### config.mk
export PLATFORM = sky130hd
export DESIGN_NAME = mem_dm_access
export DESIGN_NICKNAME = d
export VERILOG_FILES = /design/src/rtl/mem_dm_access_pkg.sv /design/src/rtl/mem_dm_store_align.sv /design/src/rtl/mem_dm_access.sv
export SDC_FILE = /design/constraint.sdc
export NUM_CORES = 1
export LEC_CHECK = 0
export CAP_MARGIN = 20
export CORE_MARGIN = 3
export CORE_UTILIZATION = 44
export CTS_BUF_LIST = sky130_fd_sc_hd__clkbuf_8
export CTS_CLUSTER_DIAMETER = 150
export CTS_CLUSTER_SIZE = 28
export DETAILED_ROUTE_END_ITERATION = 12
export GPL_TIMING_DRIVEN = 0
export PLACE_DENSITY = 0.82
export SLEW_MARGIN = 20
export SYNTH_ARGS = -nofsm -noshare
export SYNTH_HDL_FRONTEND = slang
export SYNTH_HIERARCHICAL = 1
export SYNTH_SLANG_ARGS = --single-unit
### constraint.sdc
create_clock -name clk -period 3.5 [get_ports clk]
set_input_delay 0.525 -clock clk [delete_from_list [all_inputs] [get_ports clk]]
set_output_delay 0.525 -clock clk [all_outputs]
set_load 0.05 [all_outputs]
### src/rtl/mem_dm_access_pkg.sv
// Shared types for the MEM-stage data-memory access controller:
// FSM encoding, access-size select and byte-enable constants.
package mem_dm_access_pkg;

  typedef enum logic [1:0] {
    IDLE = 2'd0,
    WAIT = 2'd1,
    DONE = 2'd2
  } state_e;

  typedef enum logic [1:0] {
    SZ_NONE = 2'd0,
    SZ_BYTE = 2'd1,
    SZ_HALF = 2'd2,
    SZ_WORD = 2'd3
  } size_e;

  localparam logic [3:0] BE_WORD    = 4'b1111;
  localparam logic [3:0] BE_HALF_LO = 4'b0011;
  localparam logic [3:0] BE_HALF_HI = 4'b1100;
  localparam logic [3:0] BE_BYTE    = 4'b0001;

  // Word beats half beats byte when several size flags are set.
  function automatic size_e size_sel(
    input logic full,
    input logic half,
    input logic bsel
  );
    size_e s;
    priority case (1'b1)
      full:    s = SZ_WORD;
      half:    s = SZ_HALF;
      bsel:    s = SZ_BYTE;
      default: s = SZ_NONE;
    endcase
    return s;
  endfunction

endpackage

### src/rtl/mem_dm_store_align.sv
// Combinational store lane alignment: byte enables, replicated
// store data and misalignment detection from size and addr[1:0].
module mem_dm_store_align
  import mem_dm_access_pkg::*;
(
  input  size_e       size_i,
  input  logic [1:0]  addr_i,
  input  logic [31:0] wdata_i,
  output logic [3:0]  be_o,
  output logic [31:0] wdata_o,
  output logic        misalign_o
);

  always_comb begin
    be_o       = '0;
    wdata_o    = '0;
    misalign_o = 1'b0;
    unique case (size_i)
      SZ_BYTE: begin
        be_o    = BE_BYTE << addr_i;
        wdata_o = {4{wdata_i[7:0]}};
      end
      SZ_HALF: begin
        be_o       = addr_i[1] ? BE_HALF_HI : BE_HALF_LO;
        wdata_o    = {2{wdata_i[15:0]}};
        misalign_o = addr_i[0];
      end
      SZ_WORD: begin
        be_o       = BE_WORD;
        wdata_o    = wdata_i;
        misalign_o = |addr_i;
      end
      default: ;
    endcase
  end

endmodule

### src/rtl/mem_dm_access.sv
// MEM-stage data-memory req/ack controller with pipeline stall.
// Define MEM_DM_TIMEOUT_EN to enable the WAIT timeout / bus_err.
module mem_dm_access
  import mem_dm_access_pkg::*;
#(
  parameter int ADDR_W   = 32,
  parameter int WAIT_MAX = 15
) (
  input  logic              clk,
  input  logic              rst,
  input  logic              req_valid,
  input  logic              req_we,
  input  logic              req_full,
  input  logic              req_half,
  input  logic              req_byte,
  input  logic [ADDR_W-1:0] req_addr,
  input  logic [31:0]       req_wdata,
  output logic              stall,
  output logic              align_err,
  output logic              bus_err,
  output logic              mem_req,
  output logic              mem_we,
  output logic [3:0]        mem_be,
  output logic [ADDR_W-1:0] mem_addr,
  output logic [31:0]       mem_wdata,
  input  logic              mem_ack,
  input  logic [31:0]       mem_rdata,
  output logic [31:0]       rd_word,
  output logic [1:0]        rd_addr2,
  output logic              rd_valid
);

  state_e            state_q, state_d;
  size_e             size;
  logic [3:0]        al_be;
  logic [31:0]       al_wdata;
  logic              misalign;
  logic              issue;
  logic              ack_ok;
  logic              tmo;

  logic              mem_we_q;
  logic [3:0]        mem_be_q;
  logic [ADDR_W-1:0] mem_addr_q;
  logic [31:0]       mem_wdata_q;
  logic [31:0]       rd_word_q;
  logic [1:0]        rd_addr2_q;
  logic              rd_valid_q;

  assign size = size_sel(req_full, req_half, req_byte);

  mem_dm_store_align u_align (
    .size_i     (size),
    .addr_i     (req_addr[1:0]),
    .wdata_i    (req_wdata),
    .be_o       (al_be),
    .wdata_o    (al_wdata),
    .misalign_o (misalign)
  );

  assign issue  = (state_q == IDLE) && req_valid
                && (size != SZ_NONE) && !misalign;
  assign ack_ok = (state_q == WAIT) && mem_ack;

`ifdef MEM_DM_TIMEOUT_EN
  localparam int CW = $clog2(WAIT_MAX + 1);
  logic [CW-1:0] cnt_q;
  logic          bus_err_q;

  // Fires on the WAIT_MAX-th WAIT cycle; a same-cycle ack wins.
  assign tmo = (state_q == WAIT) && !mem_ack
             && (cnt_q == CW'(WAIT_MAX - 1));

  always_ff @(posedge clk or posedge rst) begin
    if (rst) begin
      cnt_q     <= '0;
      bus_err_q <= 1'b0;
    end else begin
      bus_err_q <= tmo;
      if (issue)
        cnt_q <= '0;
      else if (state_q == WAIT)
        cnt_q <= cnt_q + 1'b1;
    end
  end

  assign bus_err = bus_err_q;
`else
  logic unused_wait_max;
  assign unused_wait_max = (WAIT_MAX != 0);
  assign tmo     = 1'b0;
  assign bus_err = 1'b0;
`endif

  always_comb begin
    state_d   = state_q;
    stall     = 1'b0;
    mem_req   = 1'b0;
    align_err = 1'b0;
    unique case (state_q)
      IDLE: begin
        if (req_valid && size != SZ_NONE) begin
          if (misalign) begin
            align_err = 1'b1;
          end else begin
            stall   = 1'b1;
            state_d = WAIT;
          end
        end
      end
      WAIT: begin
        mem_req = 1'b1;
        stall   = 1'b1;
        if (mem_ack || tmo)
          state_d = DONE;
      end
      DONE:    state_d = IDLE;
      default: state_d = IDLE;
    endcase
    // Reset must release the pipeline even while req_valid is held.
    if (rst) begin
      stall     = 1'b0;
      align_err = 1'b0;
    end
  end

  always_ff @(posedge clk or posedge rst) begin
    if (rst) begin
      state_q     <= IDLE;
      mem_we_q    <= 1'b0;
      mem_be_q    <= '0;
      mem_addr_q  <= '0;
      mem_wdata_q <= '0;
      rd_word_q   <= '0;
      rd_addr2_q  <= '0;
      rd_valid_q  <= 1'b0;
    end else begin
      state_q    <= state_d;
      rd_valid_q <= ack_ok && !mem_we_q;
      if (issue) begin
        mem_we_q    <= req_we;
        mem_be_q    <= req_we ? al_be : BE_WORD;
        mem_addr_q  <= {req_addr[ADDR_W-1:2], 2'b00};
        mem_wdata_q <= req_we ? al_wdata : 32'h0;
        rd_addr2_q  <= req_addr[1:0];
      end
      if (ack_ok && !mem_we_q)
        rd_word_q <= mem_rdata;
      else if (tmo)
        rd_word_q <= '0;
    end
  end

  assign mem_we    = mem_we_q;
  assign mem_be    = mem_be_q;
  assign mem_addr  = mem_addr_q;
  assign mem_wdata = mem_wdata_q;
  assign rd_word   = rd_word_q;
  assign rd_addr2  = rd_addr2_q;
  assign rd_valid  = rd_valid_q;

endmodule

==> results.toml, run 1 <==
[synth]
yosysTopAreaCell = "dfrtp_1"
synth.most_common_cell = "dfrtp_1"
ys_top_cells_by_count = "dfrtp_1 (104), mux2_4 (65), mux2i_1 (48), nand2_1 (43), inv_1 (37)"
syn_inst = 400
ys_async_sr_fraction_pct = 100
avgSynthCellArea_um2 = 12.7
synthesis.area_mm2 = 0.00510
netlist.area_leader.share_pct = 51.0
synth_seq_cells = 104
synth_edf_count = 0
seq_area_frac_synth_pct = 51.0
synth_cell_type_count = 33
synth_flop_cell = "dfrtp_1"
synth_warnings = 6
yosys-top-cells-area = "dfrtp_1 (51%), mux2_4 (19%), mux2i_1 (9.4%)"

[worst_setup_path]
cp_max_fo = 17
cp-endpoint = "stall"
worstSetupPathType = "in -> out"
path_delay_family = "buffers and inverters"
crit_cells = 11
r2r_slack_ns = 1.83
cpPeakStageDelay_ns = 0.41
crit_chain = "clkdlybuf4s50_1 -> or2_1 -> buf_6 -> buf_6 -> buf_4 -> nor2b_1 -> nor4b_2 -> o21ai_1 -> buf_4 -> a21boi_2 -> buf_6"
start_kind = "input pin"
timing.rr.start = "state_q[1]"
setup.worst_path.end_class = "output port"
worstRegToRegCells = 5
required_ns = 2.97
cp-startpoint = "req_half"
critical_path_buf_inv_count = 6
r2r-end = "rd_word[9]"
worstPathArrival_ns = 2.78
path_common_cell = "buf_6"
slowest_stage = "clkdlybuf4s50_1"

[power]
irDropWorstVdd_mv = 0.714
p_total_mw = 6.13
leakage_nw = 3.61
power_density_mw_per_mm2 = 811

[layout]
ff_latch_area_mm2 = 0.00260
layout.nets = 724
stdcell_area_mm2 = 0.00755
multi_input_area_mm2 = 0.00211
stdcell_count = 764
drive_gt1_share_pct = 18.4
fillers = 819
syn2layout_area_growth_pct = 48.1
n_antenna_cell = 0
finish.utilization_pct = 68.2

[route]
wl_per_cell_um = 18.2
totalWireLength_um = 13900
drtPass1Iterations = 4
drc = 0
ant_nets = 0
routed_via_density = 4.97
drt-initial-drc-count = 235
vias = 3794

[global_route]
grt_max_degree = 70
grt_pass1_wl_um = 21900
grt_pass1_vias = 3980
grt_use_total_pct = 21.8
antenna_found_initial = 0
gr-total-overflow = 0

[place]
place_ws_ns = -0.579
numPortBuffers = 207
placed_area_mm2 = 0.00739
place_congestion = 0.839
dp_hpwl_um = 10700
placed_cells = 750

[sta]
holdWs_ns = 0.517
hold_viol = 0
tightestPinTransition_ns = 0.588
finClkSkew_ns = 0.0111
max_freq_mhz = 303
fin_ws_ns = 0.196
rsz0062_at_grt = "no"
fin_crit_ns = 3.30
finalSetupViolCount = 0
finalSetupTns_ns = 0
period_share_pct = 94.4
slew_headroom_pct = 60.7
slew_violations = 0

[cts]
clkTransAtPathRegs_ns = 0.09
clockBufferDepth = 2
cts_sinks = 104
cts_hold_buf = 0
cts_tree = "built"
root_buffer = "clkbuf_8"
ctsHtreeMaxLevel = 3
numCtsBuffers = 9
clkLatencyLatePin_ns = 0.36

[die]
fp-row-count = 38
core_area_mm2 = 0.0111
die_area_mm2 = 0.0129
die_x_um = 114
start_util_pct = 46.0
die_y_um = 114
io_pins = 212

[run]
drv_cap = 0

[worst_hold_path]
hp-start = "mem_addr[26]"
hold_path_class = "reg -> reg"

[outcome]
status = "complete, no violations"
## worst register-to-register path, stage by stage, from the launching register on
cell and delay (ns):
dfrtp_1 0.44, and3b_1 0.32, nor2b_4 0.18, buf_6 0.15
buf_12 0.15, mux2_4 0.31
## per-layer routing
| layer | GRT usage, % | vias up | wire length (µm) |
|---|---|---|---|
| met5 | 0 | - | 0 |
| met2 | 36.2 | 159 | 6830 |
| met4 | 8.01 | 0 | 332 |
| li1 | - | 1769 | - |
| met3 | 4.30 | 22 | 989 |
| met1 | 28.4 | 1844 | 5770 |
## sequential cells by signal, summed over array words and instances (netlist names)
signal,cells
rd_addr2,2
mem_wdata,32
mem_we,1
rd_word,32
mem_addr,30
mem_be,4
rd_valid,1
state_q,2
## where the power goes
| group | internal [mW] | total, mW | switching, mW |
|---|---|---|---|
| clock network | 0.257 | 0.665 | 0.408 |
| registers | 1.64 | 1.90 | 0.262 |
| logic | 1.40 | 3.56 | 2.16 |
| total | 3.29 | 6.13 | 2.83 |
## cell type report
| class | instances | share of cell area [%] |
|---|---|---|
| inverters | 38 | 1.96 |
| flip-flops and latches | 104 | 34.5 |
| plain buffers | 26 | 3.23 |
| multi-input cells | 233 | 28.0 |
| well taps | 140 | 2.32 |
| clock buffers | 9 | 1.64 |
| clock inverters | 6 | 0.597 |
| repair buffers | 208 | 27.8 |
## timing repair
item | in CTS | in global routing
buffers inserted | 0 | 0
endpoints found under the setup margin | 2 | 1
resized for setup | 7 | 2
## placed cells by master, fill, tap and decap left out, types with 4 or more instances in the layout
master,netlist,routed
o21ai_0,19,19
nand2b_1,4,4
clkdlybuf4s50_1,0,205
nand2_1,43,43
clkbuf_1,4,4
buf_6,9,10
mux2_2,4,4
mux2i_1,48,48
buf_4,8,7
inv_1,37,36
clkbuf_8,0,9
nor2_1,5,5
nand3_1,8,8
mux2_4,65,65
a21oi_1,6,6
nor2b_1,6,6
a22o_1,8,8
dfrtp_1,104,104
## worst min-delay path by stage
stage	to	slack [ns]	depth (start not counted)
after floorplan	state_q[0]	0.50	1
after global placement	mem_addr[18]	0.49	1
after detailed placement	mem_addr[31]	0.49	1
after CTS	mem_addr[31]	0.52	1
after global routing	rd_word[8]	0.54	1
final	mem_addr[26]	0.52	1
## logic make-up after synthesis
group / Yosys count / synth area share (%)
AND/OR/NAND/NOR: 76 / 7.34
multiplexers: 117 / 29.4
buffers and inverters: 65 / 7.73
AO/OA/AOI/OAI: 37 / 4.37
other: 1 / 0.0735
flip-flops: 104 / 51.0
No activity file was read; power rests on OpenSTA's default activity.
==> run 2: changes to the inputs <==
--- a/config.mk
+++ b/config.mk
@@ -12,6 +12,7 @@
 export CTS_CLUSTER_DIAMETER = 150
 export CTS_CLUSTER_SIZE = 28
 export DETAILED_ROUTE_END_ITERATION = 12
+export GPL_ROUTABILITY_DRIVEN = 0
 export GPL_TIMING_DRIVEN = 0
 export PLACE_DENSITY = 0.82
 export SLEW_MARGIN = 20
==> results of run 2 <==
Same layout as run 1: the final DEF is identical, and so are final timing and power.
